[src/rtl/ps2_key_decoder_pkg.sv]
// ps2_pkg: shared constants and types for the PS/2 Set-2 key decoder.
//   PS2_EXT / PS2_BRK / PS2_PAUSE : prefix bytes recognised in IDLE
//   PAUSE_LEN                     : bytes swallowed after the E1 that opens Pause
//   dec_state_e                   : decoder FSM state
//   key_evt_t                     : queued key event {ext, rel, code}
package ps2_pkg;

  localparam logic [7:0] PS2_EXT   = 8'hE0;
  localparam logic [7:0] PS2_BRK   = 8'hF0;
  localparam logic [7:0] PS2_PAUSE = 8'hE1;
  localparam logic [2:0] PAUSE_LEN = 3'd7;

  typedef enum logic [2:0] {
    ST_IDLE,
    ST_EXT,
    ST_BRK,
    ST_EXT_BRK,
    ST_PAUSE
  } dec_state_e;

  typedef struct packed {
    logic       ext;
    logic       rel;
    logic [7:0] code;
  } key_evt_t;

  localparam int EVT_W = $bits(key_evt_t);

  function automatic key_evt_t mk_evt(input logic ext, input logic rel,
                                      input logic [7:0] code);
    key_evt_t e;
    e.ext  = ext;
    e.rel  = rel;
    e.code = code;
    return e;
  endfunction

endpackage

[src/rtl/ps2_key_decoder_if.sv]
// ps2_key_decoder_if: byte input from the PS/2 receiver plus the key-event
// queue seen by the consumer.
//   data_valid/data_in : raw receiver byte stream (into decoder)
//   rd_en              : consumer pops the head event (into decoder)
//   key_*              : head event of the queue (from decoder)
//   fifo_full/overflow : queue status (from decoder)
//   last_make          : most recent make code (from decoder)
// master = decoder side, slave = receiver/consumer side.
interface ps2_key_decoder_if;
  logic       data_valid;
  logic [7:0] data_in;
  logic       rd_en;
  logic       key_valid;
  logic [7:0] key_code;
  logic       key_release;
  logic       key_extended;
  logic       fifo_full;
  logic       overflow;
  logic [7:0] last_make;

  modport master (
    input  data_valid, data_in, rd_en,
    output key_valid, key_code, key_release, key_extended,
           fifo_full, overflow, last_make
  );

  modport slave (
    output data_valid, data_in, rd_en,
    input  key_valid, key_code, key_release, key_extended,
           fifo_full, overflow, last_make
  );
endinterface

[src/rtl/ps2_key_decoder_fifo.sv]
// key_fifo: show-ahead FIFO, DEPTH entries of WIDTH bits.
//   ck, reset : clock, async active-low reset (empties the queue)
//   push/din  : write request; accepted when not full, or when full with pop
//   pop       : advance head; ignored when empty
//   dout      : head entry (valid while !empty)
//   empty/full: from registered pointers
module key_fifo #(
  parameter int DEPTH = 8,
  parameter int WIDTH = 10
) (
  input  logic             ck,
  input  logic             reset,
  input  logic             push,
  input  logic [WIDTH-1:0] din,
  input  logic             pop,
  output logic [WIDTH-1:0] dout,
  output logic             empty,
  output logic             full
);

  localparam int AW = $clog2(DEPTH);

  // one extra pointer bit distinguishes full from empty
  logic [AW:0]                  wr_ptr_q, wr_ptr_d;
  logic [AW:0]                  rd_ptr_q, rd_ptr_d;
  logic [DEPTH-1:0][WIDTH-1:0]  mem_q, mem_d;
  logic                         do_wr, do_rd;

  assign empty = (wr_ptr_q == rd_ptr_q);
  assign full  = (wr_ptr_q[AW] != rd_ptr_q[AW]) &&
                 (wr_ptr_q[AW-1:0] == rd_ptr_q[AW-1:0]);
  assign dout  = mem_q[rd_ptr_q[AW-1:0]];

  // a pop frees the slot in the same cycle, so push-while-full succeeds with pop
  assign do_rd = pop & ~empty;
  assign do_wr = push & (~full | pop);

  always_comb begin
    wr_ptr_d = wr_ptr_q;
    rd_ptr_d = rd_ptr_q;
    mem_d    = mem_q;
    if (do_wr) begin
      mem_d[wr_ptr_q[AW-1:0]] = din;
      wr_ptr_d = wr_ptr_q + 1'b1;
    end
    if (do_rd) rd_ptr_d = rd_ptr_q + 1'b1;
  end

  always_ff @(posedge ck or negedge reset) begin
    if (!reset) begin
      wr_ptr_q <= '0;
      rd_ptr_q <= '0;
    end else begin
      wr_ptr_q <= wr_ptr_d;
      rd_ptr_q <= rd_ptr_d;
    end
  end

  // storage needs no reset: dout is masked by empty at the top level
  always_ff @(posedge ck) mem_q <= mem_d;

endmodule

[src/rtl/ps2_key_decoder.sv]
// ps2_key_decoder: folds PS/2 Set-2 scancode sequences (E0 extended, F0 break,
// 8-byte E1 Pause) into single key events queued in a show-ahead FIFO.
//   ck    : system clock
//   reset : async active-low reset
//   bus   : ps2_key_decoder_if.master (receiver bytes in, key events out)
// DEPTH          : FIFO entries (power of two, >= 2)
// TIMEOUT_CYCLES : idle cycles before a partial prefix is abandoned
module ps2_key_decoder
  import ps2_pkg::*;
#(
  parameter int DEPTH          = 8,
  parameter int TIMEOUT_CYCLES = 500000
) (
  input  logic                ck,
  input  logic                reset,
  ps2_key_decoder_if.master   bus
);

  localparam int TW = (TIMEOUT_CYCLES > 2) ? $clog2(TIMEOUT_CYCLES) : 1;
  localparam logic [TW-1:0] TMO_LAST = TW'(TIMEOUT_CYCLES - 1);

  dec_state_e     state_q, state_d;
  logic [2:0]     skip_q, skip_d;
  logic [TW-1:0]  tmo_q, tmo_d;
  logic [7:0]     last_make_q, last_make_d;
  logic           overflow_q, overflow_d;
  logic           dv_q;

  logic           byte_stb;
  logic           push;
  key_evt_t       push_evt;
  key_evt_t       head_evt;
  logic [EVT_W-1:0] fifo_dout;
  logic           fifo_empty, fifo_full;

  // one byte per data_valid rising edge, however long it is held
  assign byte_stb = bus.data_valid & ~dv_q;

  always_comb begin
    state_d  = state_q;
    skip_d   = skip_q;
    tmo_d    = tmo_q;
    push     = 1'b0;
    push_evt = '0;
    if (byte_stb) begin
      tmo_d = '0;
      unique case (state_q)
        ST_IDLE: begin
          if (bus.data_in == PS2_EXT) begin
            state_d = ST_EXT;
          end else if (bus.data_in == PS2_BRK) begin
            state_d = ST_BRK;
          end else if (bus.data_in == PS2_PAUSE) begin
            // Pause reports as a single E1 make; the rest is swallowed
            state_d  = ST_PAUSE;
            skip_d   = PAUSE_LEN;
            push     = 1'b1;
            push_evt = mk_evt(1'b0, 1'b0, bus.data_in);
          end else begin
            push     = 1'b1;
            push_evt = mk_evt(1'b0, 1'b0, bus.data_in);
          end
        end
        ST_EXT: begin
          if (bus.data_in == PS2_BRK) begin
            state_d = ST_EXT_BRK;
          end else begin
            state_d  = ST_IDLE;
            push     = 1'b1;
            push_evt = mk_evt(1'b1, 1'b0, bus.data_in);
          end
        end
        ST_BRK: begin
          state_d  = ST_IDLE;
          push     = 1'b1;
          push_evt = mk_evt(1'b0, 1'b1, bus.data_in);
        end
        ST_EXT_BRK: begin
          state_d  = ST_IDLE;
          push     = 1'b1;
          push_evt = mk_evt(1'b1, 1'b1, bus.data_in);
        end
        ST_PAUSE: begin
          if (skip_q <= 3'd1) begin
            skip_d  = '0;
            state_d = ST_IDLE;
          end else begin
            skip_d = skip_q - 3'd1;
          end
        end
        default: state_d = ST_IDLE;
      endcase
    end else if (state_q != ST_IDLE) begin
      // stalled mid-sequence: give up on the prefix quietly
      if (tmo_q == TMO_LAST) begin
        state_d = ST_IDLE;
        skip_d  = '0;
        tmo_d   = '0;
      end else begin
        tmo_d = tmo_q + 1'b1;
      end
    end else begin
      tmo_d = '0;
    end
  end

  // a dropped make still counts as the latest make
  assign last_make_d = (push && !push_evt.rel) ? push_evt.code : last_make_q;
  assign overflow_d  = overflow_q | (push & fifo_full & ~bus.rd_en);

  always_ff @(posedge ck or negedge reset) begin
    if (!reset) begin
      state_q     <= ST_IDLE;
      skip_q      <= '0;
      tmo_q       <= '0;
      last_make_q <= '0;
      overflow_q  <= 1'b0;
      dv_q        <= 1'b0;
    end else begin
      state_q     <= state_d;
      skip_q      <= skip_d;
      tmo_q       <= tmo_d;
      last_make_q <= last_make_d;
      overflow_q  <= overflow_d;
      dv_q        <= bus.data_valid;
    end
  end

  key_fifo #(
    .DEPTH (DEPTH),
    .WIDTH (EVT_W)
  ) u_fifo (
    .ck    (ck),
    .reset (reset),
    .push  (push),
    .din   (push_evt),
    .pop   (bus.rd_en),
    .dout  (fifo_dout),
    .empty (fifo_empty),
    .full  (fifo_full)
  );

  // head fields read as zero when empty (storage is unreset)
  assign head_evt = fifo_empty ? key_evt_t'('0) : key_evt_t'(fifo_dout);

  assign bus.key_valid    = ~fifo_empty;
  assign bus.key_code     = head_evt.code;
  assign bus.key_release  = head_evt.rel;
  assign bus.key_extended = head_evt.ext;
  assign bus.fifo_full    = fifo_full;
  assign bus.overflow     = overflow_q;
  assign bus.last_make    = last_make_q;

endmodule

[src/flat_wrapper.sv]
// flat-port wrapper written by rule: the top's interface ports become plain ports
module ps2_key_decoder_flat import ps2_pkg::*;
#(
  parameter int DEPTH          = 8,
  parameter int TIMEOUT_CYCLES = 500000
)
  (ck, reset, bus_data_valid, bus_data_in, bus_rd_en, bus_key_valid, bus_key_code, bus_key_release, bus_key_extended, bus_fifo_full, bus_overflow, bus_last_make);
  ps2_key_decoder_if bus_i ();
  input  logic ck;
  input  logic reset;
  input wire logic [$bits(bus_i.data_valid)-1:0] bus_data_valid;
  input wire logic [$bits(bus_i.data_in)-1:0] bus_data_in;
  input wire logic [$bits(bus_i.rd_en)-1:0] bus_rd_en;
  output wire logic [$bits(bus_i.key_valid)-1:0] bus_key_valid;
  output wire logic [$bits(bus_i.key_code)-1:0] bus_key_code;
  output wire logic [$bits(bus_i.key_release)-1:0] bus_key_release;
  output wire logic [$bits(bus_i.key_extended)-1:0] bus_key_extended;
  output wire logic [$bits(bus_i.fifo_full)-1:0] bus_fifo_full;
  output wire logic [$bits(bus_i.overflow)-1:0] bus_overflow;
  output wire logic [$bits(bus_i.last_make)-1:0] bus_last_make;
  assign bus_i.data_valid = bus_data_valid;
  assign bus_i.data_in = bus_data_in;
  assign bus_i.rd_en = bus_rd_en;
  assign bus_key_valid = bus_i.key_valid;
  assign bus_key_code = bus_i.key_code;
  assign bus_key_release = bus_i.key_release;
  assign bus_key_extended = bus_i.key_extended;
  assign bus_fifo_full = bus_i.fifo_full;
  assign bus_overflow = bus_i.overflow;
  assign bus_last_make = bus_i.last_make;
  ps2_key_decoder #(.DEPTH(DEPTH), .TIMEOUT_CYCLES(TIMEOUT_CYCLES)) u_core (.ck(ck), .reset(reset), .bus(bus_i));
endmodule
[config.mk]
export PLATFORM = sky130hd
export DESIGN_NAME = ps2_key_decoder_flat
export DESIGN_NICKNAME = d
export VERILOG_FILES = /design/src/rtl/ps2_key_decoder_pkg.sv /design/src/rtl/ps2_key_decoder_if.sv /design/src/rtl/ps2_key_decoder_fifo.sv /design/src/rtl/ps2_key_decoder.sv /design/src/flat_wrapper.sv
export SDC_FILE = /design/constraint.sdc
export NUM_CORES = 1
export LEC_CHECK = 0
export ABC_AREA = 1
export CELL_PAD_IN_SITES_DETAIL_PLACEMENT = 1
export CELL_PAD_IN_SITES_GLOBAL_PLACEMENT = 2
export CORE_MARGIN = 4
export CORE_UTILIZATION = 38
export DETAILED_ROUTE_END_ITERATION = 10
export PLACE_DENSITY = 0.79
export SLEW_MARGIN = 30
export SYNTH_ARGS = -nofsm -noshare
export SYNTH_HDL_FRONTEND = slang
export SYNTH_SLANG_ARGS = --single-unit
[constraint.sdc]
create_clock -name ck -period 2.7 [get_ports ck]
set_clock_uncertainty 0.2 [all_clocks]
set_input_delay 0.81 -clock ck [delete_from_list [all_inputs] [get_ports ck]]
set_output_delay 0.81 -clock ck [all_outputs]
set_load 0.1 [all_outputs]
==> flow_summary.ini, run 1 <==
[status]
status = complete, but fails checks
violations = setup timing

[route]
vias = 4441
vias_per_cell = 5.024
wl_per_cell_um = 18.40
ant_nets = 0
drtPass1Iterations = 4
first_iter_violations = 224
routed_wl_um = 16270
drc = 0

[grt]
overflow = 0
grt_util_all_layers_pct = 20.35
grt_pass1_wl_um = 25540
antenna_found_initial = 0
first_global_vias = 4714
grt_max_degree = 33

[timing]
finalWorstSetupSlack_ns = -0.3450
timing.fmax_mhz = 328.4
relSlewSlack_pct = 49.16
finalMaxSlewViolations = 0
fin_crit_sh_pct = 112.8
setup_viol = 12
period_needed_ns = 3.045
hold_viol_final = 0
worst_slew_pin_slew_ns = 0.7626
rsz0062_at_grt = yes

[placed_design]
dp_hpwl_um = 10780
gp_congestion = 0.7467
pre_cts_ws_ns = -0.1856
placed_cells = 835
portBuffers = 32

[final_layout]
n_antenna_cell = 0
final_util_pct = 54.39
layoutNonFillerInstCount = 884
drive_gt1_share_pct = 29.57
fill_cells = 1611
area_growth_pct = 39.57
layout.nets = 704

[synth]
synth_top_cell_by_area = edfxtp_1
ys_top_cells_by_area = edfxtp_1 (42%), dfrtp_1 (19%), nor2_1 (9.4%)
synth_seq_cells = 123
syn-cell-area_mm2 = 0.005685
synth_commonest_cells = nor2_1 (142), edfxtp_1 (80), nand2_1 (78)
synth-edff-count = 80
syn_inst = 585
yosysMostFrequentCell = nor2_1
syn_nets = 602
synthFlopType = edfxtp_1
ys_types = 32
async_reset_ff_share_pct = 34.96
yosysSeqAreaShare_pct = 61.18
synth_warnings = 0
synth_top_area_share_pct = 42.25
syn_avg_cell_area_um2 = 9.719

[critical_path]
path_class = reg2out
cp-end-kind = output port
start_kind = flip-flop
cp_max_fo = 7
worst_r2r_startpoint = u_core.u_fifo.rd_ptr_q[0]$_DFFE_PN0P_
worst_ep_required_time_ns = 1.69
cp.arrival_ns = 2.04
cp-startpoint = u_core.u_fifo.rd_ptr_q[0]$_DFFE_PN0P_

[pwr]
power_frac_seq_pct = 22.0
irDropWorstVdd_mv = 1.021
p_comb_share_pct = 56.2
p_per_area_mw_per_mm2 = 1309
power.leakage_uw = 0.003189
p_int_uw = 5808
pwr-share-clk_pct = 21.8
sw_frac_of_total_pct = 44.10
power.switching_uw = 4582

[floorplan]
die-area_mm2 = 0.01698
die_height_um = 130.3
ios = 33
core_mm2 = 0.01459
chipWidth_um = 130.3
rows = 44
initial_core_util_pct = 38.97

[run]
max_cap_viol_count = 0

[cts]
h-tree-depth = 4
cts_inserted_buffers = 17
cts_buffer_depth = 2
cts_sinks = 123
root_buffer = clkbuf_16
clk_latency_ns = 0.42
clk_pin_slew_ns = 0.06
cts_tree = done

[hold_path]
hp-class = in2async
[layer usage]
layer | wire, µm | track usage, %
met4 | 367 | 6.968
met2 | 8727 | 36.33
met1 | 6627 | 24.20
met5 | 0 | 0
met3 | 544 | 4.503
[cell type report]
type | instances | area, µm² | share of cell area (%)
Clock buffer | 19 | 442.9 | 5.582
Clock inverter | 13 | 143.9 | 1.813
Inverter | 47 | 190.2 | 2.397
Multi-Input combinational cell | 392 | 2302 | 29.01
Sequential cell | 123 | 3480 | 43.85
Tap cell | 184 | 230.2 | 2.901
Timing Repair Buffer | 106 | 1146 | 14.44
[power groups by stage]
| stage | Sequential (µW) | Clock, µW | Combinational (µW) |
|---|---|---|---|
| 2_1_floorplan | 2440 | 0 | 2930 |
| 6_report | 2290 | 2260 | 5840 |
| 5_1_grt | 2300 | 2400 | 6130 |
| 4_1_cts | 2280 | 2300 | 5520 |
| 3_5_place_dp | 2300 | 0 | 4900 |
| 3_3_place_gp | 2290 | 0 | 4810 |
[per-stage QoR]
step	instance area [µm²]	hold WS, ns	setup TNS (ns)	power [µW]
final	7935	0.2598	-3.189	10390
after global routing	7935	0.2819	-4.108	10830
after CTS	7749	0.2593	-3.425	10100
after detailed placement	6842	0.2520	-16.72	7195
after global placement	6842	0.2515	-8.924	7103
after floorplan	5844	0.2319	-2.849	5366
[state kept, by name (all words and copies together) (netlist names)]
signal / cells
u_core.u_fifo.rd_ptr_q: 4
u_core.u_fifo.wr_ptr_q: 4
u_core.tmo_q: 19
u_core.bus.overflow: 1
u_core.state_q: 3
u_core.skip_q: 3
u_core.u_fifo.mem_q: 80
u_core.bus.last_make: 8
u_core.dv_q: 1
[critical path: stages, from the launching register on]
cell and delay [ns]:
dfrtp_1 0.41, buf_6 0.16, inv_8 0.04, buf_8 0.13, buf_6 0.13, o21ai_1 0.20
o21ai_2 0.10, o21ai_4 0.17, a31oi_4 0.06, buf_12 0.19
[path summary, 6_finish.rpt]
path	slack (ns)	cells past startpoint	end
min in group ck	0.26	1	u_core.tmo_q[0]$_DFF_PN0_
worst min register to register	0.26	1	u_core.tmo_q[0]$_DFF_PN0_
worst max-delay path	-0.35	9	bus_key_code[6]
max in group asynchronous	1.41	2	u_core.u_fifo.rd_ptr_q[1]$_DFFE_PN0P_
worst min-delay path	0.26	1	u_core.bus.last_make[7]$_DFFE_PN0P_
worst max register to register	0.45	9	u_core.u_fifo.mem_q[26]$_DFFE_PP_
[repair_timing]
| item | 4_1_cts | 5_1_grt |
|---|---|---|
| endpoints found under the setup margin | 12 | 12 |
| pin swaps | 32 | 17 |
| gates cloned | 3 | 2 |
| resized for setup | 89 | 44 |
| buffers inserted | 15 | 3 |
| hold buffers | 0 | 0 |
[cells in the final DEF (no fill, tap or decap), types with 19 or more instances in the layout]
| master | synthesis | routed |
|---|---|---|
| nor2_1 | 142 | 129 |
| edfxtp_1 | 80 | 80 |
| nand2_1 | 78 | 77 |
| buf_4 | 0 | 61 |
| dfrtp_1 | 43 | 42 |
| inv_1 | 44 | 41 |
| o21ai_1 | 4 | 29 |
| o21ai_2 | 4 | 20 |
| clkbuf_16 | 0 | 19 |
[cell families (layout without fill, tap and decap cells)]
family,Yosys count,count (layout),synth area share (%)
xor gates and xnor gates,18,18,2.773
DFF,123,123,61.18
adders and majority gates,5,5,1.100
and+or+nand+nor,274,274,20.73
AOI/OAI and AO/OA,95,95,9.045
buffers and inverters,70,185,5.172
Power figures use the tool's default switching activity.
==> inputs of run 2 (changes only) <==
--- a/config.mk
+++ b/config.mk
@@ -8,10 +8,12 @@
 export ABC_AREA = 1
 export CELL_PAD_IN_SITES_DETAIL_PLACEMENT = 1
 export CELL_PAD_IN_SITES_GLOBAL_PLACEMENT = 2
-export CORE_MARGIN = 4
+export CORE_ASPECT_RATIO = 0.75
+export CORE_MARGIN = 2
 export CORE_UTILIZATION = 38
 export DETAILED_ROUTE_END_ITERATION = 10
 export PLACE_DENSITY = 0.79
+export RECOVER_POWER = 25
 export SLEW_MARGIN = 30
 export SYNTH_ARGS = -nofsm -noshare
 export SYNTH_HDL_FRONTEND = slang
==> run 2 against run 1 <==
  * The flow still finishes with violations (setup timing)
  * Register-to-register slack got worse by 0.23 ns
  * Clock power increased by 16%
  * Non-clock buffer count fell by 9
  * Total power shrank 0.69%
  * Sequential power barely moved
  * Die area is 6.0% lower
  * Critical endpoint unchanged
==> flow_summary.ini, run 2 (synthesis gave the netlist of run 1 again) <==
[status]
status = complete, but fails checks
violations = setup timing

[pwr]
finalPower_uw = 10320
pwr-share-clk_pct = 25.4
p_int_uw = 5837
sw_frac_of_total_pct = 43.43
power_frac_seq_pct = 22.2
irDropWorstVdd_mv = 1.092
power.leakage_uw = 0.003124
power.switching_uw = 4481
p_comb_share_pct = 52.4
p_per_area_mw_per_mm2 = 1328

[final_layout]
area_growth_pct = 36.71
drive_gt1_share_pct = 25.76
n_antenna_cell = 0
final_cell_mix = nor2_1 (137), edfxtp_1 (80), nand2_1 (77), buf_4 (59), dfrtp_1 (42)
largest_reg_flops = 80
layout.nets = 695
final_common_cell = nor2_1
regMostFlops = u_core.u_fifo.mem_q
fill_cells = 1607
multi_input_area_mm2 = 0.002217
final_util_pct = 53.42
regArea_mm2 = 0.003480

[floorplan]
die-area_mm2 = 0.01597
chipWidth_um = 145.2
rows = 38
die_height_um = 109.9
initial_core_util_pct = 39.08
core_mm2 = 0.01455
ios = 33

[timing]
hold_viol_final = 0
finalWorstSetupSlack_ns = -0.3261
fin_setup_tns_ns = -3.575
relSlewSlack_pct = 23.63
timing.fmax_mhz = 330.5
fin_crit_sh_pct = 112.1
finalMaxSlewViolations = 0
period_needed_ns = 3.026
rsz0062_at_grt = yes
setup_viol = 12
worst_slew_pin_slew_ns = 1.146
hold_slack_ns = 0.2893

[grt]
grt_util_all_layers_pct = 22.57
first_global_vias = 4905
grt_pass1_wl_um = 26900
grt_max_degree = 44
overflow = 0
antenna_found_initial = 1

[cts]
h-tree-depth = 4
ctsHoldBuffers = 0
clk_pin_slew_ns = 0.06
cts_inserted_buffers = 17
cts_sinks = 123
cts_buffer_depth = 2
root_buffer = clkbuf_16
clk_latency_ns = 0.41
cts_tree = done

[route]
drc = 0
drtPass1Iterations = 4
wl_per_cell_um = 18.89
ant_nets = 0
first_iter_violations = 279
vias = 4481
routed_wl_um = 16830
vias_per_cell = 5.029

[placed_design]
portBuffers = 32
dp_hpwl_um = 11530
gp_congestion = 0.7845

[run]
max_cap_viol_count = 0

[critical_path]
cp-end-kind = output port
path_class = reg2out
cp_max_fo = 12
start_kind = flip-flop
cp.arrival_ns = 2.02
worst_ep_required_time_ns = 1.69

[hold_path]
hp-class = reg2reg
run 2: cell count changes in the layout (fill, tap and decap cells not counted), sizes merged:
cell           before  now
dlygate4sd3         0    1
clkdlybuf4s50      10    9
clkbuf             21   20
buf                94   86
bufinv              2    6
clkinvlp            5    3
inv                48   49
clkinv              5    2
run 2: power by group through the flow:
stage | clock network, µW | registers, µW | logic, µW
6_report | 2620 | 2290 | 5400
5_1_grt | 2750 | 2310 | 5690
4_1_cts | 2650 | 2290 | 5290
3_5_place_dp | 0 | 2310 | 4790
3_3_place_gp | 0 | 2300 | 4710
2_1_floorplan | 0 | 2440 | 2930
run 2: worst paths after layout:
kind / start / end / slack, ns / cells past startpoint
max reg2reg: u_core.u_fifo.rd_ptr_q[0]$_DFFE_PN0P_ / u_core.u_fifo.mem_q[40]$_DFFE_PP_ / 0.22 / 10
min reg2reg: u_core.bus.last_make[1]$_DFFE_PN0P_ / u_core.bus.last_make[1]$_DFFE_PN0P_ / 0.29 / 2
max in group asynchronous: reset / u_core.u_fifo.rd_ptr_q[0]$_DFFE_PN0P_ / 1.02 / 2
min: u_core.bus.last_make[1]$_DFFE_PN0P_ / u_core.bus.last_make[1]$_DFFE_PN0P_ / 0.29 / 2
max: u_core.u_fifo.rd_ptr_q[0]$_DFFE_PN0P_ / bus_key_code[6] / -0.33 / 8
min in group asynchronous: reset / u_core.skip_q[0]$_DFFE_PN0P_ / 0.50 / 2
run 2: what timing repair did:
action                                  in CTS  in global routing
setup buffers                                8                  2
endpoints found under the setup margin      12                 82
cloned                                       1                  0
pin swaps                                    4                  1
resized for setup                           59                 23
run 2: per-layer routing:
layer  vias up  part of all wire (%)  track usage (%)
li1       2144                     -                -
met1      2231                    46            29.84
met2        90                    47            36.87
met3        16                   6.0            5.768
met4         0                   1.1            7.283
met5         -                     0                0
run 2: metrics by stage:
step	worst slack, ns	std cells	area, µm²
after detailed placement	-0.3240	848	6802
after global routing	-0.4051	891	7772
after CTS	-0.3397	889	7676
after global placement	-0.2043	848	6802
after floorplan	-0.3165	585	5844
final	-0.3261	891	7772
run 2: layout make-up:
type                            count  area share [%]
Tap cell                          200           3.220
Inverter                           47           2.350
Timing Repair Buffer               97           12.49
Multi-Input combinational cell    392           28.53
Sequential cell                   123           44.77
Clock inverter                     13           3.075
Clock buffer                       19           5.570
run 2: critical path: stages (launching register included):
cell and delay, ns:
dfrtp_2 0.46, buf_12 0.17, xor2_2 0.14, nor2_2 0.14
nand3_2 0.14, buf_8 0.19, o21ai_2 0.11, a31oi_4 0.07
buf_12 0.19
==> inputs of run 3 (changes only) <==
--- a/config.mk
+++ b/config.mk
@@ -10,9 +10,10 @@
 export CELL_PAD_IN_SITES_GLOBAL_PLACEMENT = 2
 export CORE_ASPECT_RATIO = 0.75
 export CORE_MARGIN = 2
-export CORE_UTILIZATION = 38
+export CORE_UTILIZATION = 40
 export DETAILED_ROUTE_END_ITERATION = 10
-export PLACE_DENSITY = 0.79
+export DONT_BUFFER_PORTS = 1
+export PLACE_DENSITY = 0.78
 export RECOVER_POWER = 25
 export SLEW_MARGIN = 30
 export SYNTH_ARGS = -nofsm -noshare
==> run 3 against run 2 <==
  * The flow still finishes with violations (setup timing)
  * Non-clock buffer count decreased by 34
  * First-iteration DRC count rose by 16%
  * Core utilization is 0.085 points lower
  * Count of clock-buffer cells in the layout decreased by 2
  * Sequential share of layout area increased by 2.6 points
  * Wire length shrank 10%
  * Worst setup slack improved by 0.061 ns
  * Combinational power down 3%
  * Largest power group unchanged
  * Highest routed layer unchanged
==> flow_summary.ini, run 3 (synthesis gave the netlist of run 1 again) <==
[floorplan]
core_mm2 = 0.01380
chipWidth_um = 141.7
rows = 37
ios = 33
die-area_mm2 = 0.01519
die_height_um = 107.3
initial_core_util_pct = 41.21

[placed_design]
gp_congestion = 0.7790
portBuffers = 0
dp_hpwl_um = 10200
placed_cells = 787

[grt]
grt_max_degree = 44
grt_pass1_wl_um = 24770
overflow = 0
first_global_vias = 4530
antenna_found_initial = 0
grt_util_all_layers_pct = 21.70

[final_layout]
layoutNonFillerInstCount = 831
regMostFlops = u_core.u_fifo.mem_q
layout.nets = 661
largest_reg_flops = 80
fill_cells = 1514
drive_gt1_share_pct = 25.46
final_common_cell = nor2_1
final_util_pct = 53.34
area_growth_pct = 29.42
final_cell_mix = nor2_1 (129), edfxtp_1 (80), nand2_1 (77), inv_1 (41), dfrtp_1 (40)
n_antenna_cell = 0

[timing]
worst_slew_pin_slew_ns = 1.154
fin_crit_sh_pct = 109.8
hold_viol_final = 0
setup_viol = 10
period_needed_ns = 2.965
rsz0062_at_grt = yes
finalWorstSetupSlack_ns = -0.2650
relSlewSlack_pct = 23.10
fin_setup_tns_ns = -2.433
timing.fmax_mhz = 337.3
finalMaxSlewViolations = 0

[hold_path]
hold_depth = 0
hp-start = bus_data_valid
hp-class = in2reg

[critical_path]
path_class = reg2out
cp-startpoint = u_core.u_fifo.rd_ptr_q[0]$_DFFE_PN0P_
cp_num_cells = 9
slowest_delay_ns = 0.42
rr_worst_depth = 7
path_buf_inv = 3
start_kind = flip-flop
cp.arrival_ns = 1.95
worst_r2r_startpoint = u_core.state_q[1]$_DFFE_PN0P_
critical_path.cell_chain = buf_8 > buf_12 > nor2_4 > nor2_1 > o21ai_1 > o21ai_1 > o21ai_2 > a31oi_4 > buf_12
cp_max_fo = 7
cp_slowest_cell = dfrtp_2
worst_ep_required_time_ns = 1.69
cp-end-kind = output port
cp_top_family = buffers and inverters
rrSetupSlack_ns = 0.38

[run]
max_cap_viol_count = 0

[route]
vias_per_cell = 5.183
wl_per_cell_um = 18.22
drc = 0
ant_nets = 0
vias = 4307
first_iter_violations = 323
drtPass1Iterations = 4
routed_wl_um = 15140

[cts]
clk_latency_ns = 0.42
h-tree-depth = 4
clk_pin_slew_ns = 0.06
cts_sinks = 123
cts_inserted_buffers = 17
cts_buffer_depth = 2
cts_tree = done
root_buffer = clkbuf_16

[status]
violations = setup timing
status = complete, but fails checks

[pwr]
p_per_area_mw_per_mm2 = 1310
irDropWorstVdd_mv = 1.150
power.leakage_uw = 0.002912
finalPower_uw = 9636
-- run 3: cell count changes in the layout (fill, tap and decap cells not counted), sizes merged --
| cell | previous run | this run |
|---|---|---|
| dlygate4sd3 | 1 | 0 |
| clkinvlp | 3 | 6 |
| bufbuf | 0 | 1 |
| bufinv | 6 | 1 |
| inv | 49 | 48 |
| clkinv | 2 | 6 |
| clkdlybuf4s50 | 9 | 0 |
| buf | 86 | 59 |
-- run 3: power breakdown --
group | internal [µW] | total (µW) | switching, µW
Clock | 1260 | 2120 | 864
Combinational | 1900 | 5220 | 3330
Sequential | 2180 | 2290 | 117
Total | 5330 | 9640 | 4310
-- run 3: area by class of cell --
type	count	area [µm²]	share of cell area (%)
clock buffers	17	425.4	5.781
flip-flops and latches	123	3482	47.32
repair buffers	63	711.9	9.675
clock inverters	14	125.1	1.700
inverters	47	185.2	2.517
multi-input cells	392	2210	30.03
well taps	175	219.0	2.976
-- run 3: per-layer routing --
layer / routed length [µm] / up-vias / track usage (%)
met2: 6782 / 70 / 32.42
li1: - / 2077 / -
met4: 243 / 0 / 7.786
met1: 7400 / 2141 / 30.41
met5: 0 / - / 0
met3: 711 / 19 / 6.094
-- run 3: metrics by stage --
| stage | hold slack (ns) | cell area, µm² | setup WS (ns) |
|---|---|---|---|
| 2_1_floorplan | 0.2319 | 5844 | -0.3165 |
| 3_5_place_dp | 0.2723 | 6490 | -0.02487 |
| 3_3_place_gp | 0.2523 | 6490 | 0.01163 |
| 6_report | 0.2114 | 7358 | -0.2650 |
| 4_1_cts | 0.02747 | 7257 | -0.3322 |
| 5_1_grt | 0.1924 | 7358 | -0.3497 |
-- run 3: repair_timing --
item,CTS,global route
pin swaps,12,20
cloned,1,1
buffers inserted,8,2
gates resized for setup,62,38
setup endpoints to repair,11,12
endpoints found under the hold margin,43,0
hold buffers,1,0
-- run 3: worst paths after layout --
path                                                    endpoint
setup / recovery                                bus_key_extended
hold / removal                             u_core.dv_q$_DFF_PN0_
setup reg to reg               u_core.u_fifo.mem_q[15]$_DFFE_PP_
hold reg to reg                        u_core.tmo_q[0]$_DFF_PN0_
max in group asynchronous  u_core.u_fifo.rd_ptr_q[1]$_DFFE_PN0P_
min in group asynchronous    u_core.bus.last_make[0]$_DFFE_PN0P_
